File: src/rtl/dh_exp_scheduler_if.sv
// rtl/dh_exp_scheduler_if.sv - Signal bundle between the party controllers, the scheduler and the exponentiation engine
// Party A/B: req/base/exp toward the scheduler, ack/res/vld/err back to the party.
// Engine:    eng_start/eng_base/eng_exponent toward the engine, eng_result/eng_done back.
// Status:    busy, owner from the scheduler.
// master: party controllers plus engine; slave: the scheduler.
interface dh_exp_scheduler_if;
    logic        req_a;
    logic [63:0] base_a;
    logic [31:0] exp_a;
    logic        ack_a;
    logic [63:0] res_a;
    logic        vld_a;
    logic        err_a;

    logic        req_b;
    logic [63:0] base_b;
    logic [31:0] exp_b;
    logic        ack_b;
    logic [63:0] res_b;
    logic        vld_b;
    logic        err_b;

    logic        eng_start;
    logic [63:0] eng_base;
    logic [31:0] eng_exponent;
    logic [63:0] eng_result;
    logic        eng_done;

    logic        busy;
    logic        owner;

    modport master (
        output req_a, base_a, exp_a, req_b, base_b, exp_b, eng_result, eng_done,
        input  ack_a, res_a, vld_a, err_a, ack_b, res_b, vld_b, err_b,
        input  eng_start, eng_base, eng_exponent, busy, owner
    );

    modport slave (
        input  req_a, base_a, exp_a, req_b, base_b, exp_b, eng_result, eng_done,
        output ack_a, res_a, vld_a, err_a, ack_b, res_b, vld_b, err_b,
        output eng_start, eng_base, eng_exponent, busy, owner
    );
endinterface

File: src/rtl/dh_exp_scheduler.sv
// rtl/dh_exp_scheduler.sv - Round-robin sharing of one modular-exponentiation engine between DH parties A and B
// clk : system clock, rising edge.
// rst : asynchronous active-low reset.
// bus : party A/B request/result channels, engine start/operand/result channel, busy/owner status.
// TIMEOUT : watchdog limit in cycles per engine job, 0 disables the watchdog.
module dh_exp_scheduler #(
    parameter int unsigned TIMEOUT = 4096
) (
    input  logic               clk,
    input  logic               rst,
    dh_exp_scheduler_if.slave  bus
);

    localparam logic [31:0] TIMEOUT_W = 32'(TIMEOUT);

    typedef enum logic [1:0] {
        ST_IDLE    = 2'd0,
        ST_RUN     = 2'd1,
        ST_RELEASE = 2'd2
    } state_t;

    state_t      state_q;
    logic        last_owner_q;
    logic        owner_q;
    logic        eng_start_q;
    logic        busy_q;
    logic        ack_a_q;
    logic        ack_b_q;
    logic        vld_a_q;
    logic        vld_b_q;
    logic        err_a_q;
    logic        err_b_q;
    logic [63:0] res_a_q;
    logic [63:0] res_b_q;
    logic [63:0] eng_base_q;
    logic [31:0] eng_exp_q;
    logic [31:0] wdog_q;

    logic [31:0] wdog_d;
    logic        timeout_d;
    logic        grant_b_d;

    always_comb begin
        // The counter never passes TIMEOUT because the job leaves RUN
        // the cycle it gets there; the hold only matters for TIMEOUT=0.
        wdog_d    = (wdog_q == TIMEOUT_W) ? wdog_q : wdog_q + 32'd1;
        // The current RUN cycle is counted, so the abort fires on the
        // TIMEOUT-th cycle with eng_start high.
        timeout_d = (TIMEOUT_W != 32'd0) && (wdog_d == TIMEOUT_W);
        // B wins when alone, or on a tie when A was served last.
        grant_b_d = bus.req_b && (!bus.req_a || !last_owner_q);
    end

    always_ff @(posedge clk or negedge rst) begin
        if (!rst) begin
            state_q      <= ST_IDLE;
            last_owner_q <= 1'b1;
            owner_q      <= 1'b0;
            eng_start_q  <= 1'b0;
            busy_q       <= 1'b0;
            ack_a_q      <= 1'b0;
            ack_b_q      <= 1'b0;
            vld_a_q      <= 1'b0;
            vld_b_q      <= 1'b0;
            err_a_q      <= 1'b0;
            err_b_q      <= 1'b0;
            res_a_q      <= 64'd0;
            res_b_q      <= 64'd0;
            eng_base_q   <= 64'd0;
            eng_exp_q    <= 32'd0;
            wdog_q       <= 32'd0;
        end else begin
            ack_a_q <= 1'b0;
            ack_b_q <= 1'b0;
            vld_a_q <= 1'b0;
            vld_b_q <= 1'b0;
            err_a_q <= 1'b0;
            err_b_q <= 1'b0;

            case (state_q)
                ST_IDLE: begin
                    if (bus.req_a || bus.req_b) begin
                        owner_q     <= grant_b_d;
                        eng_base_q  <= grant_b_d ? bus.base_b : bus.base_a;
                        eng_exp_q   <= grant_b_d ? bus.exp_b  : bus.exp_a;
                        ack_a_q     <= !grant_b_d;
                        ack_b_q     <= grant_b_d;
                        eng_start_q <= 1'b1;
                        busy_q      <= 1'b1;
                        wdog_q      <= 32'd0;
                        state_q     <= ST_RUN;
                    end
                end

                ST_RUN: begin
                    wdog_q <= wdog_d;
                    // Completion takes priority over a coincident timeout.
                    if (bus.eng_done) begin
                        if (owner_q) begin
                            res_b_q <= bus.eng_result;
                            vld_b_q <= 1'b1;
                        end else begin
                            res_a_q <= bus.eng_result;
                            vld_a_q <= 1'b1;
                        end
                        eng_start_q <= 1'b0;
                        state_q     <= ST_RELEASE;
                    end else if (timeout_d) begin
                        err_a_q     <= !owner_q;
                        err_b_q     <= owner_q;
                        eng_start_q <= 1'b0;
                        state_q     <= ST_RELEASE;
                    end
                end

                ST_RELEASE: begin
                    // One cycle with eng_start low lets the engine clear itself.
                    last_owner_q <= owner_q;
                    busy_q       <= 1'b0;
                    state_q      <= ST_IDLE;
                end

                default: begin
                    state_q <= ST_IDLE;
                end
            endcase
        end
    end

    assign bus.ack_a        = ack_a_q;
    assign bus.ack_b        = ack_b_q;
    assign bus.vld_a        = vld_a_q;
    assign bus.vld_b        = vld_b_q;
    assign bus.err_a        = err_a_q;
    assign bus.err_b        = err_b_q;
    assign bus.res_a        = res_a_q;
    assign bus.res_b        = res_b_q;
    assign bus.eng_start    = eng_start_q;
    assign bus.eng_base     = eng_base_q;
    assign bus.eng_exponent = eng_exp_q;
    assign bus.busy         = busy_q;
    assign bus.owner        = owner_q;

endmodule

File: src/flat_wrapper.sv
// flat-port wrapper written by rule: the top's interface ports become plain ports
module dh_exp_scheduler_flat 
#(
    parameter int unsigned TIMEOUT = 4096
)
  (clk, rst, bus_req_a, bus_base_a, bus_exp_a, bus_req_b, bus_base_b, bus_exp_b, bus_eng_result, bus_eng_done, bus_ack_a, bus_res_a, bus_vld_a, bus_err_a, bus_ack_b, bus_res_b, bus_vld_b, bus_err_b, bus_eng_start, bus_eng_base, bus_eng_exponent, bus_busy, bus_owner);
  dh_exp_scheduler_if bus_i ();
  input  logic clk;
  input  logic rst;
  input wire logic [$bits(bus_i.req_a)-1:0] bus_req_a;
  input wire logic [$bits(bus_i.base_a)-1:0] bus_base_a;
  input wire logic [$bits(bus_i.exp_a)-1:0] bus_exp_a;
  input wire logic [$bits(bus_i.req_b)-1:0] bus_req_b;
  input wire logic [$bits(bus_i.base_b)-1:0] bus_base_b;
  input wire logic [$bits(bus_i.exp_b)-1:0] bus_exp_b;
  input wire logic [$bits(bus_i.eng_result)-1:0] bus_eng_result;
  input wire logic [$bits(bus_i.eng_done)-1:0] bus_eng_done;
  output wire logic [$bits(bus_i.ack_a)-1:0] bus_ack_a;
  output wire logic [$bits(bus_i.res_a)-1:0] bus_res_a;
  output wire logic [$bits(bus_i.vld_a)-1:0] bus_vld_a;
  output wire logic [$bits(bus_i.err_a)-1:0] bus_err_a;
  output wire logic [$bits(bus_i.ack_b)-1:0] bus_ack_b;
  output wire logic [$bits(bus_i.res_b)-1:0] bus_res_b;
  output wire logic [$bits(bus_i.vld_b)-1:0] bus_vld_b;
  output wire logic [$bits(bus_i.err_b)-1:0] bus_err_b;
  output wire logic [$bits(bus_i.eng_start)-1:0] bus_eng_start;
  output wire logic [$bits(bus_i.eng_base)-1:0] bus_eng_base;
  output wire logic [$bits(bus_i.eng_exponent)-1:0] bus_eng_exponent;
  output wire logic [$bits(bus_i.busy)-1:0] bus_busy;
  output wire logic [$bits(bus_i.owner)-1:0] bus_owner;
  assign bus_i.req_a = bus_req_a;
  assign bus_i.base_a = bus_base_a;
  assign bus_i.exp_a = bus_exp_a;
  assign bus_i.req_b = bus_req_b;
  assign bus_i.base_b = bus_base_b;
  assign bus_i.exp_b = bus_exp_b;
  assign bus_i.eng_result = bus_eng_result;
  assign bus_i.eng_done = bus_eng_done;
  assign bus_ack_a = bus_i.ack_a;
  assign bus_res_a = bus_i.res_a;
  assign bus_vld_a = bus_i.vld_a;
  assign bus_err_a = bus_i.err_a;
  assign bus_ack_b = bus_i.ack_b;
  assign bus_res_b = bus_i.res_b;
  assign bus_vld_b = bus_i.vld_b;
  assign bus_err_b = bus_i.err_b;
  assign bus_eng_start = bus_i.eng_start;
  assign bus_eng_base = bus_i.eng_base;
  assign bus_eng_exponent = bus_i.eng_exponent;
  assign bus_busy = bus_i.busy;
  assign bus_owner = bus_i.owner;
  dh_exp_scheduler #(.TIMEOUT(TIMEOUT)) u_core (.clk(clk), .rst(rst), .bus(bus_i));
endmodule
File: config.mk
export PLATFORM = sky130hd
export DESIGN_NAME = dh_exp_scheduler_flat
export DESIGN_NICKNAME = d
export VERILOG_FILES = /design/src/rtl/dh_exp_scheduler_if.sv /design/src/rtl/dh_exp_scheduler.sv /design/src/flat_wrapper.sv
export SDC_FILE = /design/constraint.sdc
export NUM_CORES = 1
export LEC_CHECK = 0
export CORE_MARGIN = 2
export CORE_UTILIZATION = 25
export CTS_CLUSTER_SIZE = 10
export DETAILED_ROUTE_END_ITERATION = 8
export SLEW_MARGIN = 20
export SYNTH_ARGS = -nofsm -noshare
export SYNTH_HDL_FRONTEND = slang
export SYNTH_SLANG_ARGS = --single-unit
export TNS_END_PERCENT = 50
File: constraint.sdc
create_clock -name clk -period 2.95 [get_ports clk]
set_input_delay 0.885 -clock clk [delete_from_list [all_inputs] [get_ports clk]]
set_output_delay 0.885 -clock clk [all_outputs]
set_load 0.02 [all_outputs]
== Word-level counts from Yosys, hierarchy flattened ==
Cells that the tools add are included.
Operators by class
  add/sub/neg operators: 1
  equality and inequality tests: 6
  muxes and demuxes: 30
  bitwise logic cells: 1
  reductions and logical operators: 17
Operators with widths (count)
  two-way mux 32 bit: 3
  == test 32 x 13 -> 1 bit, second input constant: 2
  two-way mux 64 bit: 1
  case mux 32 bit (2 select lines): 1
  adder 32 x 1 -> 32 bit, second input constant: 1
  two-way mux 1 bit: 19
  AND reduction 3 bit: 3
  AND reduction 2 bit: 4
  two-way mux 2 bit: 3
  logical NOT 1 bit: 4
  case mux 1 bit (2 select lines): 2
  case mux 2 bit (2 select lines): 1
  nonzero test 2 bit: 2
  != test 3 x 2 -> 1 bit, second input constant: 1
  == test 2 x 1 -> 1 bit, second input constant: 1
  == test 2 bit, second input constant: 1
  logical NOT 2 bit: 1
  logical OR 1 bit: 2
  != test 2 x 1 -> 1 bit, second input constant: 1
  logical AND 1 bit: 1
  inverter 1 bit: 1
Storage, ports and cells
  register bits after elaboration: 268
  bits of input ports: 261
  output and inout port bits: 233
  word-level logic and storage cells: 71

== Logic depth before layout (Yosys ltp) ==
  word-level depth: 6
  gate-level depth with buffers: 9
  gate-level depth less buffers: 9

== Least setup slack after synthesis ==
Ideal clock, no wire load.
  path type: reg2reg
  start: reg u_core.wdog_q[0]
  end: reg u_core.eng_start_q, in the netlist u_core.bus.eng_start
  library setup time: 120 ps
  data arrival time: 2479 ps
  data required time: 2830 ps
  path slack: 350 ps
  cell stages (with the launch flop): 9
  path buffers: 0
  clock period less this slack: 2600 ps
  path through: dfrtp_1 ha_1 nand3_1 nor4_4 and4_4 mux2i_1 or3_1 or4_1 o211a_1
Between the ends
  cells in the longest elaborated chain, start to end: 5
  elaborated cells between the ends (all ways): 6
  those cells by class: add/sub: 1; eq/ne: 3; mux: 1; reduce/logical: 1
Ends and longest elaborated chain
  start: declaration: line dh_exp_scheduler.sv:37  | logic [31:0] wdog_q;
  start signal: assignment: line dh_exp_scheduler.sv:96  | wdog_q <= wdog_d;
  adder 32 x 1 -> 32 bit or == test 32 x 13 -> 1 bit (tied branches): line dh_exp_scheduler.sv:46  | wdog_d = (wdog_q == TIMEOUT_W) ? wdog_q : wdog_q + 32'd1;
  two-way mux 32 bit *: line dh_exp_scheduler.sv:46
  == test 32 x 13 -> 1 bit *: line dh_exp_scheduler.sv:49  | timeout_d = (TIMEOUT_W != 32'd0) && (wdog_d == TIMEOUT_W);
  != test 3 x 2 -> 1 bit (no line) *
  AND reduction 3 bit (no line) *
  end signal: assignment: line dh_exp_scheduler.sv:59  | eng_start_q <= 1'b0;
  end signal: assignment: line dh_exp_scheduler.sv:88  | eng_start_q <= 1'b1;
  end signal: assignment: line dh_exp_scheduler.sv:106  | eng_start_q <= 1'b0;
  end: declaration: line dh_exp_scheduler.sv:25  | logic eng_start_q;
Mark *: on every way between the ends. The rest lies on a longest branch, timed or not.
A chain may end at the register's enable or synchronous reset.

== Final worst setup path ==
  start: reg u_core.wdog_q[2]
  end: reg u_core.eng_start_q, in the netlist u_core.bus.eng_start
The elaborated chain is that of the path after synthesis.

==> results by group <==
STA
  – Final min period: around 2.7 ns
  – Final Hold Viols: 0
  – Endpoints failing setup: 0
  – Final period util: 0.931
  – Setup TNS Final: 0 ns
  – Clock Skew: 0.0222 ns
  – Normalized max-slew margin: 0.550
  – Slew Limit Fails: 0
  – PnR worst setup slack: a little over 0.2 ns
  – Worst-Margin Slew: 0.672 ns
  – RSZ-0062 raised after global routing: no
  – Max Fclk: around 360 MHz

Pwr
  – Worst vdd ir: between 0.0006 and 0.0007 V
  – Lkg Pwr: 8.00 nW
  – Pwr Density: 1060 nW/µm²

Route
  – Pre-antenna DRT Iters: 5
  – DRT Wirelength: approximately 43000 µm
  – Via count: between 10000 and 15000
  – Iter 0 DRT Violations: 589
  – Residual DRC: 0
  – Number of vias per cell: 4.70
  – Post-route ant nets: 0
  – Routed WL per cell: 19.5 µm

Synthesis
  – Synth Area in Compound Gates: 0.109
  – Mux share of post-synthesis cell area: 0.143
  – #FFs+latches synth: about 270
  – Synth Warn #: 0
  – Syn Nets: 1324
  – Simple-gate share of the synthesized area: 0.140
  – Post-Synth XOR/XNOR Area: 0.00594
  – Syn_area_per_cell: 11.1 µm²
  – Synth unique cells: 57
  – EDFF count, synth: 0
  – Top FF cell, synth: dfrtp_1
  – Synth Area in Adders: 0.00212
  – Synth Instances: 1061
  – Cell Area, Synth: between 10000 and 15000 µm²
  – Register area share after synthesis: 0.569
  – Largest family of logic cells by synthesized area: multiplexers
  – Asr flop ratio synth: 1.00

GRT
  – Antenna violations before repair: 4
  – Vias in the first global route: 10800
  – Largest net degree at the start of global routing: 71
  – GRT Total Usage: 0.172
  – First-pass GRT wire length: 65700 µm
  – GRT Residual Overflow: 0

Run status
  – Status: finished clean

Cells and area
  – Area Overhead vs Synth: 61.2%
  – Nets@finish: roughly 1800
  – Final core occ: 0.408
  – Fraction of layout cells with a size suffix above 1: 0.168
  – Commonest cells after routing, fill and taps aside: clkdlybuf4s50_1, dfrtp_1, nand2_1
  – Commonest non-fill, non-tap cell in the layout: clkdlybuf4s50_1

Clock tree
  – Clock slew at reported path FFs: 0.06 ns
  – Clk Latency, worst-skew pair: 0.54 ns
  – Root buf cell: clkbuf_16
  – Clock Tree Buf Depth: 3
  – Htree depth: 2
  – CTS tree: done
  – CTS Buf Count: 35
  – CTS sink cnt: approximately 270

Placed design
  – Hpwl dp: 31800 µm
  – Number of port buffers: slightly below 500
  – Pre-CTS setup slack: roughly 0.11 ns
  – Placer Congestion: 0.937

Worst setup path
  – Startpoint types: flip-flop
  – Setup crit end kind: flip-flop
  – Slowest Stage Delay on Critical Path: 0.56 ns
  – Critical Path Slowest Stage Cell: or4_1
  – CP max FO: 13
  – Worst-path cell chain: nand4_1 > nor4_4 > buf_12 > nand4_1 > a22oi_1 > nand4b_1 > or4_1 > o211a_1
  – Critical path arrival: 3.16 ns
  – CP required: 3.36 ns
  – Most used cell, CP: nand4_1
  – Crit path kind: flip-flop to flip-flop

Floorplanning
  – DIE AREA: 48900 µm²
  – Core Area: 46600 µm²
  – Initial Util: 0.253
  – Die width: 221 µm
  – Top-level I/O count: 494
  – Cell Rows: 79
  – Die Y-Extent: 221 µm

Flow run
  – MaxCap Viol Count: 0

Min path
  – Hold crit path type: input port to asynchronous set/reset pin
worst paths after layout:
| check | slack (ns) | cells after the start | end | startpoint |
|---|---|---|---|---|
| min in group clk | 0.48 | 2 | u_core.bus.busy$_DFFE_PN0P_ | u_core.bus.busy$_DFFE_PN0P_ |
| setup / recovery | 0.20 | 8 | u_core.bus.eng_start$_DFFE_PN0P_ | u_core.wdog_q[2]$_DFFE_PN0P_ |
| max in group asynchronous | 1.91 | 2 | u_core.bus.eng_base[19]$_DFFE_PN0P_ | rst |
| hold reg to reg | 0.48 | 2 | u_core.bus.busy$_DFFE_PN0P_ | u_core.bus.busy$_DFFE_PN0P_ |
| hold / removal | 0.28 | 1 | u_core.bus.res_b[60]$_DFFE_PN0P_ | rst |
| setup reg to reg | 0.20 | 8 | u_core.bus.eng_start$_DFFE_PN0P_ | u_core.wdog_q[2]$_DFFE_PN0P_ |
power by group:
group	switching [mW]	total, mW	internal [mW]
registers	0.927	6.26	5.33
clock network	1.61	4.11	2.50
logic	4.98	9.80	4.83
metal layers:
metal / global-route usage / wire, µm / up-vias
li1: - / - / 4825
met1: 0.213 / 17500 / 5037
met2: 0.281 / 20500 / 441
met3: 0.0600 / 3930 / 68
met4: 0.0528 / 1090 / 0
met5: 0 / 0 / -
flip-flops by register name (all words and copies together) (netlist names):
name	count
u_core.bus.eng_exponent	32
u_core.bus.res_a	64
u_core.bus.ack_b	1
u_core.bus.err_a	1
u_core.bus.eng_start	1
u_core.bus.err_b	1
u_core.state_q	2
u_core.bus.vld_a	1
u_core.bus.eng_base	64
u_core.last_owner_q	1
u_core.wdog_q	32
u_core.bus.res_b	64
u_core.bus.vld_b	1
u_core.bus.owner	1
u_core.bus.ack_a	1
u_core.bus.busy	1
layout make-up:
type	instances	area, µm²
clock inverters	6	120
flip-flops and latches	268	6710
clock buffers	46	948
repair buffers	563	5640
diodes	3	7.51
inverters	7	26.3
well taps	607	759
multi-input cells	708	4800
fillers	4479	27500
cells in the mapped netlist (all sizes together), types with 2 or more instances:
| cell | number | area, µm² |
|---|---|---|
| a22oi | 78 | 586 |
| nor4 | 12 | 103 |
| a31o | 2 | 17.5 |
| a21boi | 2 | 15.0 |
| clkbuf | 59 | 221 |
| and3 | 5 | 31.3 |
| inv | 7 | 26.3 |
| and4 | 8 | 73.8 |
| or3 | 8 | 50.1 |
| mux2 | 129 | 1450 |
| mux2i | 23 | 230 |
| nand4 | 23 | 174 |
| buf | 19 | 119 |
| nand3 | 21 | 118 |
| dfrtp | 267 | 6680 |
| ha | 2 | 25.0 |
| o21ai | 67 | 335 |
| nor4b | 2 | 17.5 |
| nor2 | 25 | 93.8 |
| xnor2 | 8 | 70.1 |
| nand2 | 212 | 796 |
| or4 | 2 | 15.0 |
| o31ai | 10 | 75.1 |
| or2 | 4 | 25.0 |
| a211oi | 3 | 22.5 |
| a21o | 3 | 22.5 |
| a31oi | 10 | 62.6 |
| and2 | 5 | 31.3 |
| a21oi | 15 | 75.1 |
| nand2b | 3 | 18.8 |
| nor3 | 11 | 55.1 |
worst max-delay path, delay by kind of cell, from the launching register on:
family / cells / cell delay (ns)
and+or+nand+nor: 5 / 1.56
AOI/OAI and AO/OA: 2 / 0.42
buffers and inverters: 1 / 0.17
DFF: 1 / 0.47
logic make-up (layout without fill, tap and decap cells):
family | Yosys count | after routing
simple gates | 347 | 347
flops | 268 | 268
compound gates | 199 | 199
mux | 152 | 152
buf+inv | 85 | 622
xor+xnor | 8 | 8
fa+ha+maj | 2 | 2
other cells | 0 | 3
stage by stage:
| step | hold WS [ns] | instance area, µm² | power, mW | cells |
|---|---|---|---|---|
| after floorplan | 0.456 | 11800 | 11.0 | 1061 |
| after global placement | 0.465 | 17900 | 16.0 | 2152 |
| after CTS | 0.263 | 19000 | 20.5 | 2204 |
| after detailed placement | 0.472 | 17900 | 16.2 | 2152 |
| after global routing | 0.291 | 19000 | 21.3 | 2208 |
| final | 0.285 | 19000 | 20.2 | 2208 |
timing repair:
action	in CTS	in global routing
endpoints found under the setup margin	0	3
gates resized for setup	0	8
hold buffers	0	0
setup buffers	0	1
Note: power is estimated with default switching activity, not from simulation.
